<file path="config.mk">
export PLATFORM = sky130hd
export DESIGN_NAME = digit_serial_adder
export DESIGN_NICKNAME = d
export VERILOG_FILES = /design/src/rtl/digit_serial_adder.sv
export SDC_FILE = /design/constraint.sdc
export NUM_CORES = 1
export LEC_CHECK = 0
export BUFFER_PORTS_ARGS = -buffer_cell sky130_fd_sc_hd__buf_4
export CAP_MARGIN = 20
export CELL_PAD_IN_SITES_DETAIL_PLACEMENT = 1
export CELL_PAD_IN_SITES_GLOBAL_PLACEMENT = 2
export CORE_MARGIN = 8
export CORE_UTILIZATION = 33
export CTS_CLUSTER_DIAMETER = 40
export CTS_CLUSTER_SIZE = 8
export DETAILED_ROUTE_END_ITERATION = 16
export HOLD_SLACK_MARGIN = 0.03
export PLACE_DENSITY = 0.71
export RECOVER_POWER = 50
export SLEW_MARGIN = 20
export SYNTH_ARGS = -nofsm -noshare
export SYNTH_HDL_FRONTEND = slang
export SYNTH_SLANG_ARGS = --single-unit
</file>
<file path="constraint.sdc">
create_clock -name clk -period 1.47 [get_ports clk]
set_input_delay 0.0735 -clock clk [delete_from_list [all_inputs] [get_ports clk]]
set_output_delay 0.0735 -clock clk [all_outputs]
set_load 0.02 [all_outputs]
</file>
<file path="src/rtl/digit_serial_adder.sv">
// digit_serial_adder: adds or subtracts two WIDTH-bit operands DIGIT bits per
// clock, least significant digit first. The carry is held in a register
// between digits. Each operation is accepted with start, runs for
// WIDTH/DIGIT cycles with busy high, and finishes with a one-cycle done pulse.
// sum, carry and overflow are registered and hold their value until the next
// operation completes.

module digit_serial_adder #(
  parameter int WIDTH = 8,
  parameter int DIGIT = 1
) (
  input  logic             clk,
  input  logic             rst,
  input  logic             start,
  input  logic [WIDTH-1:0] a,
  input  logic [WIDTH-1:0] b,
  input  logic             sub,
  output logic             busy,
  output logic             done,
  output logic [WIDTH-1:0] sum,
  output logic             carry,
  output logic             overflow
);

  // A digit width that does not evenly divide the operand is rejected at
  // elaboration. Otherwise the final digit would be only partly filled.
  if (WIDTH < 1 || DIGIT < 1 || DIGIT > WIDTH || (WIDTH % DIGIT) != 0) begin : gBadParams
    $error("digit_serial_adder: need 1 <= DIGIT <= WIDTH and WIDTH %% DIGIT == 0");
  end

  localparam int N  = (DIGIT > 0) ? (WIDTH / DIGIT) : 1;
  localparam int CW = (N > 1) ? $clog2(N) : 1;
  localparam logic [CW-1:0] LAST_DIGIT = CW'(N - 1);

  typedef enum logic [1:0] {
    IDLE = 2'd0,
    RUN  = 2'd1,
    DONE = 2'd2
  } adderState;

  adderState        state;
  logic [WIDTH-1:0] aReg;
  logic [WIDTH-1:0] bReg;
  logic [WIDTH-1:0] sumReg;
  logic             carryReg;
  logic [CW-1:0]    digitCnt;

  logic [DIGIT-1:0] digitSum;
  logic             digitCarryOut;
  logic             msbCarryIn;
  logic [WIDTH-1:0] nextSum;

  // Ripple-add the low digit of both operand registers plus the stored carry.
  // The carry into the top bit of the digit is also kept. On the last digit
  // that bit is the operand MSB, so it is the carry used for the overflow flag.
  always_comb begin
    logic [DIGIT:0] chain;
    chain         = '0;
    digitSum      = '0;
    chain[0]      = carryReg;
    for (int i = 0; i < DIGIT; i++) begin
      digitSum[i]  = aReg[i] ^ bReg[i] ^ chain[i];
      chain[i+1]   = (aReg[i] & bReg[i]) | (chain[i] & (aReg[i] ^ bReg[i]));
    end
    digitCarryOut = chain[DIGIT];
    msbCarryIn    = chain[DIGIT-1];
  end

  // The new digit enters the sum register at the top while the register shifts
  // right. After N digits the first digit has reached bit 0.
  assign nextSum = (sumReg >> DIGIT) | (WIDTH'(digitSum) << (WIDTH - DIGIT));

  // This block holds the control FSM and the datapath registers. In IDLE or
  // DONE a start loads the operands, with B inverted and carry-in set for
  // subtraction. RUN consumes one digit per cycle. On the last digit the
  // completed result is published to the registered outputs.
  always_ff @(posedge clk or posedge rst) begin
    if (rst) begin
      state    <= IDLE;
      aReg     <= '0;
      bReg     <= '0;
      sumReg   <= '0;
      carryReg <= 1'b0;
      digitCnt <= '0;
      busy     <= 1'b0;
      done     <= 1'b0;
      sum      <= '0;
      carry    <= 1'b0;
      overflow <= 1'b0;
    end else begin
      case (state)
        IDLE, DONE: begin
          done <= 1'b0;
          if (start) begin
            aReg     <= a;
            bReg     <= sub ? ~b : b;
            carryReg <= sub;
            sumReg   <= '0;
            digitCnt <= '0;
            busy     <= 1'b1;
            state    <= RUN;
          end else begin
            state    <= IDLE;
          end
        end
        RUN: begin
          sumReg   <= nextSum;
          carryReg <= digitCarryOut;
          aReg     <= aReg >> DIGIT;
          bReg     <= bReg >> DIGIT;
          digitCnt <= digitCnt + CW'(1);
          if (digitCnt == LAST_DIGIT) begin
            sum      <= nextSum;
            carry    <= digitCarryOut;
            overflow <= msbCarryIn ^ digitCarryOut;
            busy     <= 1'b0;
            done     <= 1'b1;
            state    <= DONE;
          end
        end
        default: begin
          busy  <= 1'b0;
          done  <= 1'b0;
          state <= IDLE;
        end
      endcase
    end
  end

endmodule
</file>
==> results.sh, run 1 <==
export IMPL_status="finished with violations"
export IMPL_violations="negative setup slack"
export IMPL_synth_edf_count=0
export IMPL_io_pins=32
export IMPL_yosysWarnings=0
export IMPL_worstSetupStartpoint="digitCnt[0]"
export IMPL_finalWirelength_um=3860
export IMPL_worst_ep_arrival_time_ns=1.66
export IMPL_seqCellArea_um2=1000
export IMPL_fp_dieH_um=88.0
export IMPL_drtIter0Drc=27
export IMPL_grt_max_degree=41
export IMPL_grt_pass1_wl_um=6670
export IMPL_power_leakage_nw=1.09
export IMPL_use_met3_pct=3.94
export IMPL_worstHoldPathType="input pin to register"
export IMPL_maxCapViolations=0
export IMPL_drc=0
export IMPL_core_rowCount=26
export IMPL_slew_headroom_pct=35.5
export IMPL_die_w_um=88.0
export IMPL_gr_total_overflow=0
export IMPL_stdcell_count=241
export IMPL_cts_tree="built"
export IMPL_crit_fanout=11
export IMPL_ctsLongestPathBuffers=2
export IMPL_top_usage_layer="met2"
export IMPL_syn_area_um2=1710
export IMPL_met2_usage_pct=19.5
export IMPL_first_pass_iters=4
export IMPL_cp_top_family="flip-flops"
export IMPL_start_util_pct=33.8
export IMPL_placed_cells=228
export IMPL_synth_cell_type_count=24
export IMPL_ys_seq_area_share_pct=58.4
export IMPL_synth_seq_cells=40
export IMPL_required_ns=1.65
export IMPL_cp_slowest_stage_delay_ns=0.40
export IMPL_core_um2=5070
export IMPL_postSynthAreaPerCell_um2=13.5
export IMPL_path_buf_inv=1
export IMPL_ant_nets=0
export IMPL_fin_area_um2=2200
export IMPL_min_from="a[6]"
export IMPL_period_share_pct=101
export IMPL_rr_startpoint="digitCnt[0]"
export IMPL_critical_path_class="register to register"
export IMPL_clk_pin_slew_ns=0.07
export IMPL_numPortBuffers=31
export IMPL_fin_ws_ns=-0.0145
export IMPL_ys_top_cells_by_area="dfrtp_1 (58%), a22o_1 (9.7%), mux2_2 (6.6%)"
export IMPL_final_nets=193
export IMPL_async_flop_share_pct=100
export IMPL_synthFlopType="dfrtp_1"
export IMPL_clock_skew_ns=0.00757
export IMPL_path_cells="ha_2 -> ha_4 -> nand3b_1 -> buf_12 -> mux2_2"
export IMPL_power_density_nw_per_um2=2160
export IMPL_htreeDepth=2
export IMPL_synthCells=127
export IMPL_synth_top_area_cell="dfrtp_1"
export IMPL_nFillCells=564
export IMPL_syn_to_final_growth_pct=28.5
export IMPL_clk_latency_ns=0.29
export IMPL_ir_drop_v=0.000610
export IMPL_multi_input_area_um2=659
export IMPL_vias=1177
export IMPL_place_area_um2=2050
export IMPL_die_area_um2=7750
export IMPL_power_w=0.00475
export IMPL_cts_sinks=40
export IMPL_final_max_slew_viol_count=0
export IMPL_cts_buffers=5
export IMPL_yosys_top_cells_count="dfrtp_1 (40), a22o_1 (19), mux2_2 (10)"
export IMPL_gp_congestion=0.731
export IMPL_dpl_hpwl_um=2720
export IMPL_diodes=0
export IMPL_slowest_stage="dfrtp_1"
export IMPL_rsz0062_at_grt="true"
export IMPL_drive_above_1_share_pct=38.0
export IMPL_antenna_found_initial=0
export IMPL_max_freq_mhz=674
export IMPL_finalSetupViolations=9
export IMPL_critPathLaunchType="register"
export IMPL_post_drt_wl_per_cell_um=16.0
export IMPL_critPathCaptureType="register"
export IMPL_root_buffer="clkbuf_8"
export IMPL_use_met1_pct=12.4
export IMPL_synth_most_common_cell="dfrtp_1"
export IMPL_vias_per_cell=4.88
export IMPL_track_usage_pct=11.3
export IMPL_syn_num_nets=150
export IMPL_yosysTopAreaCellShare_pct=58.4
export IMPL_finalWorstPathRequiredPeriod_ns=1.48
export IMPL_grt_pass1_vias=1329
export IMPL_worst_pin_slew_ns=0.968
export IMPL_finalHoldViolCount=0
export IMPL_pre_cts_slack_ns=-0.0460
per-stage QoR:
step           setup TNS (ns)  hold WS [ns]  utilization [%]
6_report              -0.0748        0.0777             43.4
5_1_grt                -0.547        0.0709             43.4
4_1_cts               -0.0102        0.0702             43.2
3_5_place_dp           -0.312         0.240             40.5
3_3_place_gp                0         0.227             40.5
2_1_floorplan               0         0.213                -
layout make-up:
| class | count | share of cell area (%) |
|---|---|---|
| Clock buffer | 6 | 3.75 |
| Clock inverter | 2 | 0.455 |
| Inverter | 3 | 0.512 |
| Multi-Input combinational cell | 75 | 30.0 |
| Sequential cell | 40 | 45.5 |
| Tap cell | 70 | 3.98 |
| Timing Repair Buffer | 45 | 15.9 |
power breakdown:
| group | internal, W | switching, W |
|---|---|---|
| clock network | 0.000374 | 0.000368 |
| registers | 0.00160 | 0.000320 |
| logic | 0.00109 | 0.000999 |
| total | 0.00306 | 0.00169 |
state kept, by name, indices dropped and copies added, names as in the netlist:
name	count
state	1
carry	1
sumReg	7
aReg	8
bReg	8
busy	1
carryReg	1
done	1
sum	8
digitCnt	3
overflow	1
what timing repair did:
item	in CTS	in global routing
endpoints found under the hold margin	41	0
setup endpoints to repair	9	12
hold buffers	2	0
resized for setup	1	3
buffers inserted	3	0
metal layers:
metal  vias up  wire length, µm
li1        539                -
met1       606             1610
met2        25             2000
met3         7              207
met4         0               51
met5         -                0
logic make-up (layout without fill, tap and decap cells):
kind of cell / count (synthesis) / after routing / share of synthesized area [%]
buffers and inverters: 12 / 56 / 4.24
AO/OA/AOI/OAI: 37 / 37 / 18.2
AND/OR/NAND/NOR: 16 / 16 / 5.33
flip-flops: 40 / 40 / 58.4
multiplexers: 10 / 10 / 6.57
XOR/XNOR: 9 / 9 / 4.60
adder cells (fa/ha/maj): 3 / 3 / 2.63
cells in the final DEF (no fill, tap or decap), drive strengths merged:
| cell | synthesis | layout |
|---|---|---|
| dfrtp | 40 | 40 |
| buf | 9 | 40 |
| a22o | 19 | 19 |
| mux2 | 10 | 10 |
| nor2 | 10 | 10 |
| clkbuf | 0 | 9 |
| xnor2 | 8 | 8 |
| a21o | 8 | 8 |
| a221o | 7 | 7 |
| o21ai | 3 | 3 |
| inv | 3 | 3 |
| nand2 | 2 | 2 |
| clkinv | 0 | 2 |
| dlygate4sd3 | 0 | 2 |
| ha | 2 | 2 |
| and2b | 1 | 1 |
| nor2b | 1 | 1 |
| nand2b | 1 | 1 |
| xor2 | 1 | 1 |
| nand3b | 1 | 1 |
| fa | 1 | 1 |
worst register-to-register path, stage by stage (launching register included):
cell,delay [ns]
dfrtp_1,0.40
ha_2,0.22
ha_4,0.16
nand3b_1,0.12
buf_12,0.15
mux2_2,0.33
path summary, 6_finish.rpt:
path,end,cells after the start,slack [ns]
max,sum[7],5,-0.01
min,aReg[6],3,0.08
max reg2reg,sum[7],5,-0.01
min reg2reg,aReg[1],1,0.48
max in group asynchronous,aReg[3],4,0.22
min in group asynchronous,busy,4,0.64
Power figures use the tool's default switching activity.
==> inputs of run 2 (changes only) <==
--- a/config.mk
+++ b/config.mk
@@ -16,7 +16,7 @@
 export DETAILED_ROUTE_END_ITERATION = 16
 export HOLD_SLACK_MARGIN = 0.03
 export PLACE_DENSITY = 0.71
-export RECOVER_POWER = 50
+export RECOVER_POWER = 100
 export SLEW_MARGIN = 20
 export SYNTH_ARGS = -nofsm -noshare
 export SYNTH_HDL_FRONTEND = slang
==> results.sh, run 2 (synthesis gave the netlist of run 1 again) <==
export IMPL_status="finished with violations"
export IMPL_violations="negative setup slack"
export IMPL_gp_congestion=0.731
export IMPL_grt_max_degree=41
export IMPL_finalSetupViolations=6
export IMPL_top_usage_layer="met2"
export IMPL_slew_headroom_pct=35.8
export IMPL_internal_power_w=0.00296
export IMPL_start_util_pct=33.8
export IMPL_first_pass_iters=4
export IMPL_gr_total_overflow=0
export IMPL_core_um2=5070
export IMPL_grt_pass1_vias=1329
export IMPL_htreeDepth=2
export IMPL_clock_skew_ns=0.00737
export IMPL_crit_fanout=11
export IMPL_cts_sinks=40
export IMPL_vias=1178
export IMPL_power_density_nw_per_um2=2150
export IMPL_worst_ep_arrival_time_ns=1.66
export IMPL_grt_pass1_wl_um=6670
export IMPL_tns_ns=-0.0426
export IMPL_numPortBuffers=31
export IMPL_critPathLaunchType="register"
export IMPL_final_common_cell="dfrtp_1"
export IMPL_cts_buffers=5
export IMPL_slowest_stage="dfrtp_1"
export IMPL_die_w_um=88.0
export IMPL_rr_endpoint="sum[7]"
export IMPL_worst_pin_slew_ns=0.963
export IMPL_nFillCells=569
export IMPL_ctsLongestPathBuffers=2
export IMPL_critical_path_class="register to register"
export IMPL_max_freq_mhz=676
export IMPL_drtIter0Drc=28
export IMPL_dpl_hpwl_um=2720
export IMPL_worstHoldPathType="input pin to register"
export IMPL_min_path_cells=3
export IMPL_finalWorstPathRequiredPeriod_ns=1.48
export IMPL_fp_dieH_um=88.0
export IMPL_fin_ws_ns=-0.00996
export IMPL_p_seq_share_pct=41.3
export IMPL_comb_power_share_pct=42.7
export IMPL_clk_latency_ns=0.29
export IMPL_netSwitchingPower_w=0.00168
export IMPL_finalHoldViolCount=0
export IMPL_path_cells="ha_2 -> ha_4 -> nand3b_1 -> buf_12 -> mux2_2"
export IMPL_core_rowCount=26
export IMPL_post_drt_wl_per_cell_um=16.1
export IMPL_cp_slowest_stage_delay_ns=0.40
export IMPL_top_regs="aReg x8, bReg x8, sum x8"
export IMPL_power_w=0.00464
export IMPL_antenna_found_initial=0
export IMPL_ff2ff_path_depth=5
export IMPL_fin_area_um2=2160
export IMPL_whs_endpoint="aReg[6]"
export IMPL_ir_drop_v=0.000601
export IMPL_power_leakage_nw=1.05
export IMPL_io_pins=32
export IMPL_maxCapViolations=0
export IMPL_final_nets=193
export IMPL_diodes=0
export IMPL_place_area_um2=2050
export IMPL_use_met1_pct=12.4
export IMPL_root_buffer="clkbuf_8"
export IMPL_drc=0
export IMPL_finalWirelength_um=3880
export IMPL_track_usage_pct=11.3
export IMPL_use_met3_pct=3.94
export IMPL_critPathCaptureType="register"
export IMPL_clk_pin_slew_ns=0.07
export IMPL_ant_nets=0
export IMPL_min_from="a[6]"
export IMPL_drive_above_1_share_pct=32.2
export IMPL_clockPowerShare_pct=16.0
export IMPL_syn_to_final_growth_pct=26.2
export IMPL_final_max_slew_viol_count=0
export IMPL_layout_common_cells="dfrtp_1 (40), buf_4 (28), a22o_1 (19)"
export IMPL_vias_per_cell=4.89
export IMPL_required_ns=1.65
export IMPL_rsz0062_at_grt="true"
export IMPL_pre_cts_slack_ns=-0.0460
export IMPL_ff2ff_setup_slack_ns=-0.01
export IMPL_die_area_um2=7750
export IMPL_met2_usage_pct=19.5
export IMPL_rr_startpoint="digitCnt[0]"
export IMPL_cts_tree="built"
export IMPL_switching_share_pct=36.3
export IMPL_period_share_pct=101
## run 2: cell types whose count changed in the layout (fill, tap and decap cells not counted)
cell,previous run,this run
clkbuf_1,1,11
clkbuf_2,1,2
buf_4,39,28
## run 2: timing repair
| action | CTS | global route |
|---|---|---|
| hold buffers | 2 | 0 |
| buffers inserted | 3 | 0 |
| endpoints found under the setup margin | 9 | 12 |
| resized for setup | 1 | 3 |
| hold endpoints to repair | 41 | 0 |
## run 2: critical path, delay by kind of cell (launching register included)
| kind | cells | cell delay, ns |
|---|---|---|
| adder cells (fa/ha/maj) | 2 | 0.37 |
| buffers and inverters | 1 | 0.15 |
| flip-flops | 1 | 0.40 |
| multiplexers | 1 | 0.33 |
| AND/OR/NAND/NOR | 1 | 0.12 |
## run 2: worst max-delay path by stage
stage,startpoint,to,depth (start not counted)
global route,digitCnt[0],carry,5
global placement,digitCnt[0],carry,5
finish,digitCnt[0],sum[7],5
floorplan,digitCnt[0],carry,5
detailed placement,digitCnt[0],carry,5
CTS,digitCnt[0],carry,5
## run 2: final cells by class
cell class	instances	area [µm²]	share of cell area, %
repair buffers	45	309	14.3
clock buffers	6	82.6	3.82
inverters	3	11.3	0.521
well taps	70	87.6	4.05
clock inverters	2	10.0	0.463
flip-flops and latches	40	1000	46.3
multi-input cells	75	659	30.5
## run 2: per-stage QoR
| step | instances | utilization, % | hold WS [ns] |
|---|---|---|---|
| after floorplan | 127 | - | 0.213 |
| after global placement | 228 | 40.5 | 0.227 |
| after detailed placement | 228 | 40.5 | 0.240 |
| after CTS | 241 | 43.2 | 0.0702 |
| after global routing | 241 | 42.6 | 0.0709 |
| final | 241 | 42.6 | 0.0776 |
## run 2: per-layer routing
metal | share of wire (%) | wire length (µm) | vias to the layer above
li1 | - | - | 541
met1 | 42 | 1620 | 605
met2 | 51 | 1990 | 25
met3 | 5.5 | 212 | 7
met4 | 1.3 | 51 | 0
met5 | 0 | 0 | -
## run 2: power by group through the flow
stage	logic, W	clock network [W]	registers (W)
final	0.00198	0.000742	0.00192
after global routing	0.00219	0.000825	0.00199
after CTS	0.00210	0.000774	0.00192
after detailed placement	0.00205	0	0.00194
after global placement	0.00196	0	0.00191
after floorplan	0.00131	0	0.00203
==> inputs of run 3 (changes only) <==
--- a/config.mk
+++ b/config.mk
@@ -5,6 +5,7 @@
 export SDC_FILE = /design/constraint.sdc
 export NUM_CORES = 1
 export LEC_CHECK = 0
+export ABC_CLOCK_PERIOD_IN_PS = 1470
 export BUFFER_PORTS_ARGS = -buffer_cell sky130_fd_sc_hd__buf_4
 export CAP_MARGIN = 20
 export CELL_PAD_IN_SITES_DETAIL_PLACEMENT = 1
==> constraint.sdc (replaced) <==
create_clock -name clk -period 1.47 [get_ports clk]
set_input_delay 0.0735 -clock clk [delete_from_list [all_inputs] [get_ports clk]]
set_output_delay 0.0735 -clock clk [all_outputs]
set_load 0.05 [all_outputs]
==> results.sh, run 3 (synthesis gave the netlist of run 1 again) <==
export IMPL_status="complete, no violations"
export IMPL_vias=1172
export IMPL_gr_total_overflow=0
export IMPL_max_freq_mhz=687
export IMPL_crit_fanout=11
export IMPL_maxCapViolations=0
export IMPL_seqCellArea_um2=1000
export IMPL_fin_ws_ns=0.0142
export IMPL_worst_pin_slew_ns=0.890
export IMPL_finalWorstPathRequiredPeriod_ns=1.46
export IMPL_antenna_found_initial=0
export IMPL_fp_dieH_um=88.0
export IMPL_finalSetupViolations=0
export IMPL_dpl_hpwl_um=2590
export IMPL_cts_tree="built"
export IMPL_core_um2=5070
export IMPL_power_leakage_nw=1.05
export IMPL_final_util_pct=42.9
export IMPL_worst_ep_arrival_time_ns=1.64
export IMPL_critPathLaunchType="register"
export IMPL_nFillCells=554
export IMPL_final_nets=191
export IMPL_final_common_cell="dfrtp_1"
export IMPL_ctsLongestPathBuffers=2
export IMPL_drtIter0Drc=40
export IMPL_die_w_um=88.0
export IMPL_use_met3_pct=4.13
export IMPL_grt_pass1_wl_um=6390
export IMPL_worstHoldPathType="input pin to register"
export IMPL_clk_pin_slew_ns=0.08
export IMPL_ant_nets=0
export IMPL_track_usage_pct=10.7
export IMPL_critPathCaptureType="register"
export IMPL_first_pass_iters=5
export IMPL_start_util_pct=33.8
export IMPL_layout_common_cells="dfrtp_1 (39), buf_4 (25), a22o_1 (19)"
export IMPL_use_met1_pct=13.0
export IMPL_met2_usage_pct=16.8
export IMPL_top_usage_layer="met2"
export IMPL_pre_cts_slack_ns=-0.0245
export IMPL_finalHoldViolCount=0
export IMPL_slew_headroom_pct=40.6
export IMPL_cts_sinks=40
export IMPL_gp_congestion=0.735
export IMPL_grt_max_degree=41
export IMPL_period_share_pct=99.0
export IMPL_clock_skew_ns=0.00757
export IMPL_holdWs_ns=0.0625
export IMPL_io_pins=32
export IMPL_core_rowCount=26
export IMPL_clk_latency_ns=0.29
export IMPL_numPortBuffers=31
export IMPL_die_area_um2=7750
export IMPL_root_buffer="clkbuf_8"
export IMPL_final_max_slew_viol_count=0
export IMPL_critical_path_class="register to register"
export IMPL_multi_input_area_um2=671
export IMPL_ir_drop_v=0.000569
export IMPL_finalWirelength_um=3770
export IMPL_power_w=0.00503
export IMPL_syn_to_final_growth_pct=27.0
export IMPL_diodes=0
export IMPL_drive_above_1_share_pct=32.0
export IMPL_rsz0062_at_grt="true"
export IMPL_vias_per_cell=4.90
export IMPL_required_ns=1.66
export IMPL_cts_buffers=5
export IMPL_drc=0
export IMPL_power_density_nw_per_um2=2310
export IMPL_top_regs="aReg x8, bReg x8, sum x8"
export IMPL_htreeDepth=2
export IMPL_grt_pass1_vias=1262
export IMPL_post_drt_wl_per_cell_um=15.8
-- run 3: cell count changes in the layout (fill, tap and decap cells not counted), moves of 2 or more --
cell        previous run  this run
buf_4                 28        25
clkbuf_2               2         0
clkinv_2               2         0
clkinvlp_4             0         2
mux2_2                10         6
mux2_4                 0         4
-- run 3: worst paths after layout --
check | start | end | slack [ns] | depth (start not counted)
max | digitCnt[0] | sum[5] | 0.01 | 5
min | start | busy | 0.06 | 3
max reg2reg | digitCnt[0] | sum[5] | 0.01 | 5
min reg2reg | aReg[3] | aReg[3] | 0.48 | 1
max in group asynchronous | rst | done | 0.25 | 4
min in group asynchronous | rst | sumReg[5] | 0.62 | 4
-- run 3: layer usage --
metal  wire [µm]  part of all wire [%]
met1        1650                    44
met4          47                   1.2
met3         259                   6.9
met2        1810                    48
met5           0                     0
-- run 3: final cells by class --
cell class,instances,share of cell area [%]
Clock buffer,6,3.80
Sequential cell,40,46.1
Inverter,3,0.518
Clock inverter,2,0.690
Tap cell,70,4.03
Multi-Input combinational cell,75,30.8
Timing Repair Buffer,43,14.0
-- run 3: stage by stage --
| stage | std cells | TNS (ns) | instance area, µm² |
|---|---|---|---|
| final | 239 | 0 | 2170 |
| after global routing | 239 | -0.133 | 2170 |
| after CTS | 239 | 0 | 2200 |
| after detailed placement | 226 | -0.0821 | 2050 |
| after global placement | 226 | 0 | 2050 |
| after floorplan | 127 | 0 | 1720 |
-- run 3: power breakdown --
group / internal [W] / switching, W / leakage (nW)
sequential: 0.00160 / 0.000329 / 0.501
clock: 0.000380 / 0.000401 / 0.0434
combinational: 0.00102 / 0.00130 / 0.503
-- run 3: critical path, cell delays in order (launching register included) --
cell and delay, ns:
dfrtp_1 0.39, ha_2 0.20, ha_4 0.15, nand3b_1 0.12
buf_12 0.15, mux2_2 0.33
-- run 3: timing repair --
action                                  CTS  global route
hold buffers                              2             0
setup buffers                             3             0
hold endpoints to repair                 41             0
endpoints found under the setup margin    9            11
gates resized for setup                   3             4
